## config.mk

```make
export PLATFORM = sky130hd
export DESIGN_NAME = fetch_unit
export DESIGN_NICKNAME = d
export VERILOG_FILES = /design/src/rtl/fetch_unit.sv
export SDC_FILE = /design/constraint.sdc
export NUM_CORES = 1
export LEC_CHECK = 0
export CAP_MARGIN = 10
export CORE_UTILIZATION = 55
export DETAILED_ROUTE_END_ITERATION = 12
export DONT_BUFFER_PORTS = 1
export PLACE_DENSITY = 0.7
export SYNTH_ARGS = -nofsm -noshare
export SYNTH_HDL_FRONTEND = slang
export SYNTH_SLANG_ARGS = --single-unit
```

## constraint.sdc

```tcl
create_clock -name clk -period 17.4 [get_ports clk]
set_clock_uncertainty 0.15 [all_clocks]
set_input_delay 1.74 -clock clk [delete_from_list [all_inputs] [get_ports clk]]
set_output_delay 1.74 -clock clk [all_outputs]
set_load 0.02 [all_outputs]
```

## src/rtl/fetch_unit.sv

```systemverilog
// Instruction fetch front end: one outstanding bus request at a time, feeding a
// small {pc, instr} FIFO toward decode, with redirect/flush handling.
package fetch_pkg;
    typedef struct packed {
        logic        valid;
        logic [31:0] addr;
    } ibus_req_t;

    typedef struct packed {
        logic        addr_ok;
        logic        data_ok;
        logic [31:0] data;
    } ibus_resp_t;
endpackage

module fetch_unit
    import fetch_pkg::*;
#(
    parameter logic [31:0] RESET_PC = 32'hbfc0_0000,
    parameter int          DEPTH    = 4
) (
    input  logic        clk,
    input  logic        reset,
    output ibus_req_t   ireq,
    input  ibus_resp_t  iresp,
    input  logic        redirect_valid,
    input  logic [31:0] redirect_pc,
    output logic        out_valid,
    input  logic        out_ready,
    output logic [31:0] out_pc,
    output logic [31:0] out_instr
);
    localparam int AW = $clog2(DEPTH);
    localparam int CW = AW + 1;
    localparam logic [CW-1:0] FULL = CW'(DEPTH);

    typedef enum logic [1:0] {S_REQ, S_WAIT, S_IDLE} state_e;

    state_e        state_q, state_d;
    logic [31:0]   fetch_pc_q, fetch_pc_d;
    logic [31:0]   req_pc_q, req_pc_d;
    logic [31:0]   hold_addr_q, hold_addr_d;
    logic          hold_q, hold_d;
    logic          drop_q, drop_d;
    logic [CW-1:0] count_q, count_d;
    logic [AW-1:0] rd_ptr_q, rd_ptr_d, wr_ptr_q, wr_ptr_d;
    logic [31:0]   pc_mem  [DEPTH];
    logic [31:0]   ins_mem [DEPTH];
    logic          push, pop;

    // An unaccepted request keeps its address even if fetch_pc is redirected underneath it.
    assign ireq.valid = (state_q == S_REQ) && !reset;
    assign ireq.addr  = hold_q ? hold_addr_q : fetch_pc_q;

    assign out_valid = (count_q != '0);
    assign out_pc    = pc_mem[rd_ptr_q];
    assign out_instr = ins_mem[rd_ptr_q];

    assign push = (state_q == S_WAIT) && iresp.data_ok && !drop_q && !redirect_valid;
    assign pop  = out_valid && out_ready;

    always_comb begin
        state_d     = state_q;
        fetch_pc_d  = fetch_pc_q;
        req_pc_d    = req_pc_q;
        hold_addr_d = hold_addr_q;
        hold_d      = 1'b0;
        drop_d      = drop_q;
        rd_ptr_d    = rd_ptr_q + AW'(pop);
        wr_ptr_d    = wr_ptr_q + AW'(push);
        count_d     = count_q + CW'(push) - CW'(pop);

        if (redirect_valid) begin
            rd_ptr_d = '0;
            wr_ptr_d = '0;
            count_d  = '0;
        end

        case (state_q)
            S_REQ: begin
                if (redirect_valid) drop_d = 1'b1;
                if (iresp.addr_ok) begin
                    req_pc_d = ireq.addr;
                    // While dropping, fetch_pc already holds the redirect target.
                    if (!drop_q) fetch_pc_d = fetch_pc_q + 32'd4;
                    state_d = S_WAIT;
                end else begin
                    hold_d      = 1'b1;
                    hold_addr_d = ireq.addr;
                end
            end
            S_WAIT: begin
                if (iresp.data_ok) begin
                    drop_d  = 1'b0;
                    state_d = (count_d < FULL) ? S_REQ : S_IDLE;
                end else if (redirect_valid) begin
                    drop_d = 1'b1;
                end
            end
            S_IDLE: begin
                if (redirect_valid || count_d < FULL) state_d = S_REQ;
            end
            default: state_d = S_REQ;
        endcase

        if (redirect_valid) fetch_pc_d = redirect_pc;
    end

    always_ff @(posedge clk or posedge reset) begin
        if (reset) begin
            state_q     <= S_REQ;
            fetch_pc_q  <= RESET_PC;
            req_pc_q    <= RESET_PC;
            hold_addr_q <= RESET_PC;
            hold_q      <= 1'b0;
            drop_q      <= 1'b0;
            count_q     <= '0;
            rd_ptr_q    <= '0;
            wr_ptr_q    <= '0;
        end else begin
            state_q     <= state_d;
            fetch_pc_q  <= fetch_pc_d;
            req_pc_q    <= req_pc_d;
            hold_addr_q <= hold_addr_d;
            hold_q      <= hold_d;
            drop_q      <= drop_d;
            count_q     <= count_d;
            rd_ptr_q    <= rd_ptr_d;
            wr_ptr_q    <= wr_ptr_d;
        end
    end

    always_ff @(posedge clk) begin
        if (push) begin
            pc_mem[wr_ptr_q]  <= req_pc_q;
            ins_mem[wr_ptr_q] <= iresp.data;
        end
    end
endmodule

```

==> summary.txt, run 1 <==
Worst setup path
  – Worst EP required: 15.51 ns
  – Buf/Inv on CP: 1
  – Top delay family on crit path: buffers and inverters
  – Crit path largest cell delay: 0.77 ns
  – Crit-path slowest cell: buf_4
  – Crit-path max FO: 46
  – Data arrival, critical path: 2.73 ns
  – Stages on worst setup path: 2
  – Startpoint Class: flip-flop
  – Setup CP Type: reg2out
  – CP Capture Type: output port
  – R2R cell count: 4
  – Worst path cell trace: buf_4 -> mux4_2

Clock network
  – Clk slew on worst S/H paths: 0.06 ns
  – Root Driver: clkbuf_16
  – CTS resizes: 0
  – Later-pin clock latency in the skew report: 0.51 ns
  – CTS sink count: 363
  – Clk buf depth: 3
  – TritonCTS buffer count: 37
  – Setup bufs post-CTS: 0
  – H-tree lvl count: 2
  – CTS tree: yes
  – Cts hold-fix bufs: 0

Floorplanning
  – Cell Rows: 58
  – Die Span Y: 163.2 µm
  – Initial Util: 56.46%
  – Total die area: 26650 µm²
  – Die W: 163.2 µm
  – Top-Level Pins: 168
  – Core Region: 25330 µm²

Layout
  – Final Core Density: 62.41%
  – Design Area, Final: 15810 µm²
  – Fin cells: 1223
  – Commonest non-fill, non-tap cells in the layout: edfxtp_1 (256), nor2_1 (84), dfrtp_1 (77)
  – FILL cells: 1782
  – Area Growth Syn to Fin: 10.55%
  – Nets@finish: 943
  – Most common cell after layout, fill and taps aside: edfxtp_1
  – Layout cells sized above 1: 18.70%
  – Register area: 10410 µm²
  – # diodes: 0
  – Area occupied by multi-input gates: 3581 µm²

Synth
  – Syn Inst Count: 868
  – Yosys Warn Count: 0
  – Synth area leader: edfxtp_1
  – Largest cells by area after synthesis: edfxtp_1 (54%), dfrtp_1 (14%), mux4_2 (10%)
  – Share of the synthesized area in the top cell type: 53.76%
  – Seq/Total Area, Yosys: 72.72%
  – Dominant synthesized flop cell: edfxtp_1
  – Synth Register Bits: 363
  – Synth Net Count: 944
  – Post-synth EDFFs: 256
  – Post-synth ARST share: 29.48%
  – Syn avg cell area: 16.47 µm²
  – Yosys cell types: 45
  – Mapped Area: 14300 µm²

Route
  – Remaining antenna violation count: 0
  – Post-Route WL: 27110 µm
  – 1st-pass router iterations: 6
  – Routed length per instance: 22.17 µm
  – Vias: 7383
  – Via density: 6.037
  – Initial detailed-routing violation count: 634
  – DRC: 0

Timing
  – F_max: 216.6 MHz
  – Final-report setup violation count: 0
  – Max Slew Vio Count: 0
  – Relative slew slack: 34.74%
  – Hold Fails Final Rpt: 0
  – Minimum clock period: 4.618 ns
  – Tcrit/Tclk final: 26.54%
  – Final setup TNS: 0 ns
  – Worst-margin pin slew: 0.9789 ns
  – RSZ-0062 raised after global routing: no

GRT
  – Largest net degree at the start of global routing: 70
  – Initial antenna violation count: 0
  – GRT Util Overall: 20.76%
  – First-pass GRT wire length: 41990 µm
  – Vias in the first global route: 7516
  – GRT overflow: 0

Pwr
  – Sw frac: 29.56%
  – Clock share of power: 31.1%
  – Pwr Density: 154.4 nW/µm²
  – Worst IR Drop VDD: 0.08435 mV
  – Share of power burned in registers: 49.5%
  – Combinational power share: 19.4%
  – Pint: 1.720 mW
  – Sw power: 0.7217 mW
  – Leak: 5.381 nW
  – Overall power: 2.441 mW

Placement
  – Port Buffers: 0
  – Area after DPL: 14630 µm²
  – Gpl congestion: 0.8776
  – Placed Cells: 1158
  – DP Wirelength: 17160 µm

Status
  – Status: completed

Flow run
  – Max cap viols: 0

Worst hold path
  – Min-delay worst type: reg2reg
  – Hold depth: 2
-- worst min-delay path, stage by stage, from the launching register on --
cell,delay (ns)
dfstp_2,0.36
nor2_1,0.09
a21oi_1,0.05
-- area by class of cell --
cell class / count / share of cell area (%)
Clock buffer: 43 / 6.332
Clock inverter: 22 / 1.116
Inverter: 43 / 1.037
Multi-Input combinational cell: 413 / 22.65
Sequential cell: 363 / 65.82
Tap cell: 330 / 2.612
Timing Repair Buffer: 9 / 0.4274
-- power groups by stage --
| stage | Clock (mW) | Sequential, mW | Combinational (mW) |
|---|---|---|---|
| after detailed placement | 0 | 1.23 | 0.480 |
| after floorplan | 0 | 1.16 | 0.428 |
| after global placement | 0 | 1.21 | 0.467 |
| final | 0.759 | 1.21 | 0.473 |
| after global routing | 0.810 | 1.23 | 0.518 |
| after CTS | 0.776 | 1.21 | 0.481 |
-- cell families after synthesis --
| kind of cell | Yosys count | synth area share (%) |
|---|---|---|
| xor gates and xnor gates | 12 | 0.7350 |
| and+or+nand+nor | 186 | 6.571 |
| AOI/OAI and AO/OA | 109 | 4.340 |
| adders and majority gates | 6 | 0.5775 |
| buffers and inverters | 92 | 2.433 |
| muxes | 100 | 12.62 |
| DFF | 363 | 72.72 |
-- through the flow --
stage | setup WS [ns] | hold slack [ns]
2_1_floorplan | 9.732 | 0.3266
3_3_place_gp | 13.21 | 0.3402
3_5_place_dp | 13.16 | 0.3462
4_1_cts | 12.68 | 0.3548
5_1_grt | 12.55 | 0.3728
6_report | 12.78 | 0.3536
-- final timing paths --
kind / endpoint / slack [ns] / from
setup reg to reg: fetch_pc_q[20] / 14.20 / state_q[1]
min in group asynchronous: count_q[2] / 0.98 / reset
hold / removal: hold_addr_q[31] / 0.35 / hold_addr_q[31]
hold reg to reg: hold_addr_q[31] / 0.35 / hold_addr_q[31]
max in group asynchronous: rd_ptr_q[0] / 14.81 / reset
setup / recovery: out_pc[7] / 12.78 / rd_ptr_q[0]
-- layer usage --
layer  wire, µm  GRT usage, %  part of all wire [%]  vias up
li1           -             -                     -     3323
met1      11990         29.92                    44     3773
met2      12850         32.30                    47      258
met3       1852         4.469                   6.8       29
met4        419         5.480                   1.5        0
met5          0             0                     0        -
-- Yosys cell counts (all sizes together), types with 2 or more instances --
cell / instances
a21oi: 64
a31oi: 12
and2: 4
and3: 2
and4: 4
buf: 18
clkbuf: 31
dfrtp: 80
dfstp: 27
edfxtp: 256
ha: 5
inv: 42
mux2: 2
mux2i: 34
mux4: 64
nand2: 26
nand3: 17
nand4: 9
nor2: 85
nor2b: 4
nor3: 3
nor3b: 2
o211ai: 7
o21ai: 10
o31ai: 11
or3: 3
or4: 20
or4b: 2
xnor2: 6
xor2: 6
-- flip-flops by register name (all words and copies together) (netlist names), 2 cells and up --
name and cells:
count_q 3, fetch_pc_q 32, hold_addr_q 32, ins_mem 128
pc_mem 128, rd_ptr_q 2, req_pc_q 32, state_q 2
wr_ptr_q 2
No activity file was read; power rests on OpenSTA's default activity.
==> inputs of run 2 (changes only) <==
ABC_AREA = 1   (was default)
PLACE_DENSITY = 0.73   (was 0.7)
clock period = 4 ns   (was 17.4 ns; I/O delays follow)
==> summary.txt, run 2 <==
Worst setup path
  – CP Capture Type: output port
  – R2R Path End: state_q[1]
  – CP most frequent cell: buf_4
  – Crit-path max FO: 56
  – Data arrival, critical path: 3.23 ns
  – Worst path cell trace: clkinv_2 -> buf_4 -> buf_4 -> o21ai_0 -> o22ai_1
  – R2R cell count: 12
  – Crit path largest cell delay: 0.66 ns
  – R2r startpoint: state_q[1]
  – Startpoint Class: flip-flop
  – Crit-path slowest cell: dfrtp_4
  – Top delay family on crit path: buffers and inverters
  – Worst EP required: 3.45 ns
  – Buf/Inv on CP: 3
  – Reg-to-reg setup timing slack: 1.32 ns
  – Setup CP Type: reg2out

Layout
  – Area occupied by multi-input gates: 4200 µm²
  – Register area: 10400 µm²
  – Biggest regs: ins_mem: 128 flops, pc_mem: 128 flops
  – Layout cells sized above 1: 8.969%
  – Commonest non-fill, non-tap cells in the layout: nand2_1 (361), edfxtp_1 (256), nor2_1 (202)
  – Nets@finish: 1542
  – Design Area, Final: 17370 µm²
  – FILL cells: 2012
  – Area Growth Syn to Fin: 14.86%
  – Most common cell after layout, fill and taps aside: nand2_1
  – # diodes: 0

Clock network
  – Root Driver: clkbuf_16
  – CTS resizes: 0
  – Later-pin clock latency in the skew report: 0.52 ns
  – CTS sink count: 363
  – Clk slew on worst S/H paths: 0.06 ns
  – Clk buf depth: 3
  – TritonCTS buffer count: 37
  – H-tree lvl count: 2
  – CTS tree: yes

Floorplanning
  – Die W: 167.8 µm
  – Die Span Y: 167.8 µm
  – Total die area: 28160 µm²
  – Cell Rows: 60
  – Initial Util: 56.10%
  – Core Region: 26950 µm²
  – Top-Level Pins: 168

Route
  – Routed length per instance: 18.17 µm
  – Vias: 10216
  – Initial detailed-routing violation count: 949
  – 1st-pass router iterations: 5
  – Post-Route WL: 33340 µm
  – Remaining antenna violation count: 0
  – Via density: 5.567
  – DRC: 0

Timing
  – Tcrit/Tclk final: 94.43%
  – Minimum clock period: 3.777 ns
  – RSZ-0062 raised after global routing: no
  – Worst-margin pin slew: 1.195 ns
  – Hold Fails Final Rpt: 0
  – Max Slew Vio Count: 0
  – Hold_ws: 0.01923 ns
  – Relative slew slack: 19.51%
  – F_max: 264.8 MHz
  – Final-report setup violation count: 0
  – Final setup TNS: 0 ns

Placement
  – Gpl congestion: 0.9378
  – DP Wirelength: 20210 µm
  – Port Buffers: 0
  – Area after DPL: 15420 µm²

Flow run
  – Max cap viols: 0

GRT
  – Vias in the first global route: 9583
  – First-pass GRT wire length: 52660 µm
  – GRT overflow: 0
  – Largest net degree at the start of global routing: 87
  – Initial antenna violation count: 0
  – GRT Util Overall: 23.78%

Synth
  – Seq/Total Area, Yosys: 68.78%
  – Top post-synthesis cells by count: nand2_1 (361), edfxtp_1 (256), nor2_1 (202), o21ai_0 (177), dfrtp_1 (80)
  – Post-synth ARST share: 29.48%
  – Yosys cell types: 38
  – Mapped Area: 15120 µm²
  – Synth area leader: edfxtp_1
  – Largest cells by area after synthesis: edfxtp_1 (51%), dfrtp_1 (13%), nand2_1 (9.0%)
  – Post-synth EDFFs: 256
  – Syn avg cell area: 10.64 µm²
  – Synth Register Bits: 363
  – Most common cell in the netlist: nand2_1
  – Share of the synthesized area in the top cell type: 50.84%
  – Yosys Warn Count: 0
  – Synth Net Count: 1497
  – Dominant synthesized flop cell: edfxtp_1
  – Syn Inst Count: 1421

Status
  – Status: completed

Worst hold path
  – Hold Startpoint: redirect_pc[20]
  – Hold depth: 4
  – Min-delay worst type: in2reg
  – Min-Delay Endpoint: fetch_pc_q[20]

Pwr
  – Pwr Density: 692.3 nW/µm²
  – Overall power: 12.02 mW
  – Worst IR Drop VDD: 0.3232 mV
  – Leak: 6.684 nW
## run 2: logic make-up after synthesis
kind of cell / Yosys count / synth area share [%]
XOR/XNOR: 1 / 0.05794
buffers and inverters: 140 / 3.741
AND/OR/NAND/NOR: 633 / 16.89
AO/OA/AOI/OAI: 278 / 9.988
flip-flops: 363 / 68.78
adder cells (fa/ha/maj): 6 / 0.5462
## run 2: worst max path at each step
stage                          to           start  slack, ns  depth (start not counted)
floorplan           ins_mem[0][0]  redirect_valid      -0.05                          4
global placement    out_instr[22]     rd_ptr_q[0]       1.01                          5
detailed placement  out_instr[22]     rd_ptr_q[0]       0.83                          5
CTS                  out_instr[2]     rd_ptr_q[0]       0.28                          5
global route        out_instr[22]     rd_ptr_q[0]       0.03                          5
finish              out_instr[22]     rd_ptr_q[0]       0.22                          5
## run 2: stage by stage
stage	std cells	utilization, %	setup slack (ns)
floorplan	1421	-	-0.05250
global placement	1701	57.20	1.009
detailed placement	1701	57.20	0.8301
CTS	1835	64.44	0.2831
global route	1835	64.44	0.03093
finish	1835	64.44	0.2229
## run 2: worst min-delay path: stages
cell	delay (ns)
nor2_1	0.03
nor2_1	0.11
nand2_1	0.06
nand2_1	0.05
## run 2: cell type report
cell class | instances | share of cell area [%]
Clock buffer | 41 | 5.540
Clock inverter | 26 | 1.772
Inverter | 67 | 1.484
Multi-Input combinational cell | 918 | 24.19
Sequential cell | 363 | 59.91
Tap cell | 341 | 2.457
Timing Repair Buffer | 79 | 4.654
## run 2: layer usage
metal | vias up | track usage (%) | wire length, µm | share of wire (%)
met5 | - | 0 | 0 | 0
met4 | 0 | 7.060 | 746 | 2.2
met3 | 49 | 5.806 | 2788 | 8.4
met2 | 378 | 36.94 | 15190 | 46
met1 | 4837 | 33.50 | 14610 | 44
li1 | 4952 | - | - | -
## run 2: report_power, final
group	internal (mW)	switching (mW)	total, mW
registers	4.75	0.495	5.25
clock network	2.14	1.42	3.56
logic	0.754	2.47	3.22
## run 2: timing repair
item,in CTS,in global routing
endpoints found under the hold margin,220,0
setup buffers,0,0
hold buffers,67,0
==> inputs of run 3 (changes only) <==
CORE_UTILIZATION = 30   (was 55)
PLACE_DENSITY = default   (was 0.73)
==> summary.txt, run 3 (synthesis gave the netlist of run 2 again) <==
Status
  – Status: completed

Placement
  – Gpl congestion: 0.9306
  – Port Buffers: 0
  – Area after DPL: 15980 µm²
  – DP Wirelength: 24090 µm

Pwr
  – Clock share of power: 28.4%
  – Sw power: 4.630 mW
  – Pwr Density: 681.3 nW/µm²
  – Worst IR Drop VDD: 0.2881 mV
  – Combinational power share: 29.0%
  – Leak: 6.819 nW
  – Pint: 7.628 mW
  – Share of power burned in registers: 42.6%
  – Sw frac: 37.77%

Worst setup path
  – Top delay family on crit path: compound AO/OA/AOI/OAI gates
  – Stages on worst setup path: 3
  – Crit path largest cell delay: 0.76 ns
  – Crit path from: rd_ptr_q[0]
  – Crit-path slowest cell: clkinv_2
  – R2R Path End: state_q[1]
  – Data arrival, critical path: 2.92 ns
  – Worst EP required: 3.45 ns
  – Crit-path max FO: 69
  – Setup CP Type: reg2out
  – Crit path capture: out_pc[13]
  – Buf/Inv on CP: 1
  – R2R cell count: 12
  – Startpoint Class: flip-flop
  – CP Capture Type: output port
  – Reg-to-reg setup timing slack: 1.32 ns
  – R2r startpoint: state_q[1]
  – Worst path cell trace: clkinv_2 -> o21ai_0 -> o22ai_1

GRT
  – First-pass GRT wire length: 59120 µm
  – GRT Util Overall: 15.14%
  – Vias in the first global route: 9811
  – Largest net degree at the start of global routing: 111
  – Initial antenna violation count: 0
  – GRT overflow: 0

Route
  – Post-Route WL: 38790 µm
  – Met2 WL post-DR: 17700 µm
  – Top routing layer used: met4
  – Routed wl met3: 2725 µm
  – M1 wire length: 17630 µm
  – DRC: 0
  – 1st-pass router iterations: 5
  – Vias: 10219
  – Initial detailed-routing violation count: 626
  – Remaining antenna violation count: 0
  – Via density: 4.658
  – Routed length per instance: 17.68 µm

Timing
  – Hold_ws: 0.06242 ns
  – F_max: 288.5 MHz
  – Max Slew Vio Count: 0
  – Relative slew slack: 18.98%
  – Final-report setup violation count: 0
  – RSZ-0062 raised after global routing: no
  – Worst-margin pin slew: 1.203 ns
  – Tcrit/Tclk final: 86.64%
  – Hold Fails Final Rpt: 0
  – Final setup TNS: 0 ns
  – Minimum clock period: 3.466 ns

Clock network
  – Clk buf depth: 3
  – TritonCTS buffer count: 40
  – Cts hold-fix bufs: 69
  – CTS sink count: 363
  – Clk slew on worst S/H paths: 0.06 ns
  – H-tree lvl count: 2
  – CTS tree: yes
  – CTS resizes: 0
  – Later-pin clock latency in the skew report: 0.56 ns
  – Setup bufs post-CTS: 0
  – Root Driver: clkbuf_16

Layout
  – # diodes: 0
  – Nets@finish: 1575
  – Design Area, Final: 17990 µm²
  – Most common cell after layout, fill and taps aside: nand2_1
  – Commonest non-fill, non-tap cells in the layout: nand2_1 (361), edfxtp_1 (256), nor2_1 (202)
  – FILL cells: 4835
  – Layout cells sized above 1: 10.33%
  – Area Growth Syn to Fin: 19.00%
  – Biggest regs: ins_mem: 128 flops, pc_mem: 128 flops

Floorplanning
  – Initial Util: 30.63%
  – Die Span Y: 226.5 µm
  – Core Region: 49360 µm²
  – Die W: 226.5 µm
  – Total die area: 51300 µm²
  – Cell Rows: 81
  – Top-Level Pins: 168

Flow run
  – Max cap viols: 0

Worst hold path
  – Min-delay worst type: in2reg
-- run 3: cell types whose count changed in the layout (fill, tap and decap cells not counted), moves of 3 or more --
cell	delta
clkbuf_4	+3
clkbuf_1	+10
buf_12	+4
clkbuf_8	+3
clkbuf_16	+4
bufinv_16	-6
clkbuf_2	+4
buf_4	+12
-- run 3: stage by stage --
| stage | setup slack, ns | cells | utilization [%] | power (mW) |
|---|---|---|---|---|
| CTS | 0.4817 | 2181 | 36.30 | 12.37 |
| global route | 0.2854 | 2194 | 36.45 | 13.01 |
| finish | 0.5343 | 2194 | 36.45 | 12.26 |
| global placement | 0.9966 | 2037 | 32.35 | 8.676 |
| floorplan | -0.05250 | 1421 | - | 7.694 |
| detailed placement | 1.082 | 2039 | 32.38 | 8.762 |
-- run 3: routing by layer --
layer | vias up | global-route usage (%)
met1 | 4910 | 20.29
li1 | 5012 | -
met2 | 248 | 23.88
met5 | - | 0
met3 | 49 | 4.186
met4 | 0 | 4.316
-- run 3: worst min-delay path by stage --
stage,end,from,depth (start not counted)
after CTS,hold_q,iresp[33],2
after global placement,hold_addr_q[25],hold_addr_q[25],2
after global routing,hold_q,iresp[33],2
after detailed placement,req_pc_q[0],reset,1
after floorplan,hold_addr_q[30],hold_addr_q[30],2
final,hold_q,iresp[33],2
-- run 3: power by group through the flow --
stage	sequential (mW)	combinational, mW	clock [mW]
2_1_floorplan	5.09	2.60	0
3_3_place_gp	5.26	3.41	0
3_5_place_dp	5.29	3.47	0
4_1_cts	5.22	3.56	3.58
5_1_grt	5.30	3.98	3.73
6_report	5.22	3.55	3.48
-- run 3: area by class of cell --
type / count / area, µm² / area share (%)
inverter: 67 / 257.7 / 1.433
tap: 664 / 830.8 / 4.618
timing repair buffer: 109 / 1062 / 5.904
clock inverter: 18 / 107.6 / 0.5981
clock buffer: 55 / 1130 / 6.280
multi-input combinational: 918 / 4200 / 23.34
sequential: 363 / 10400 / 57.82
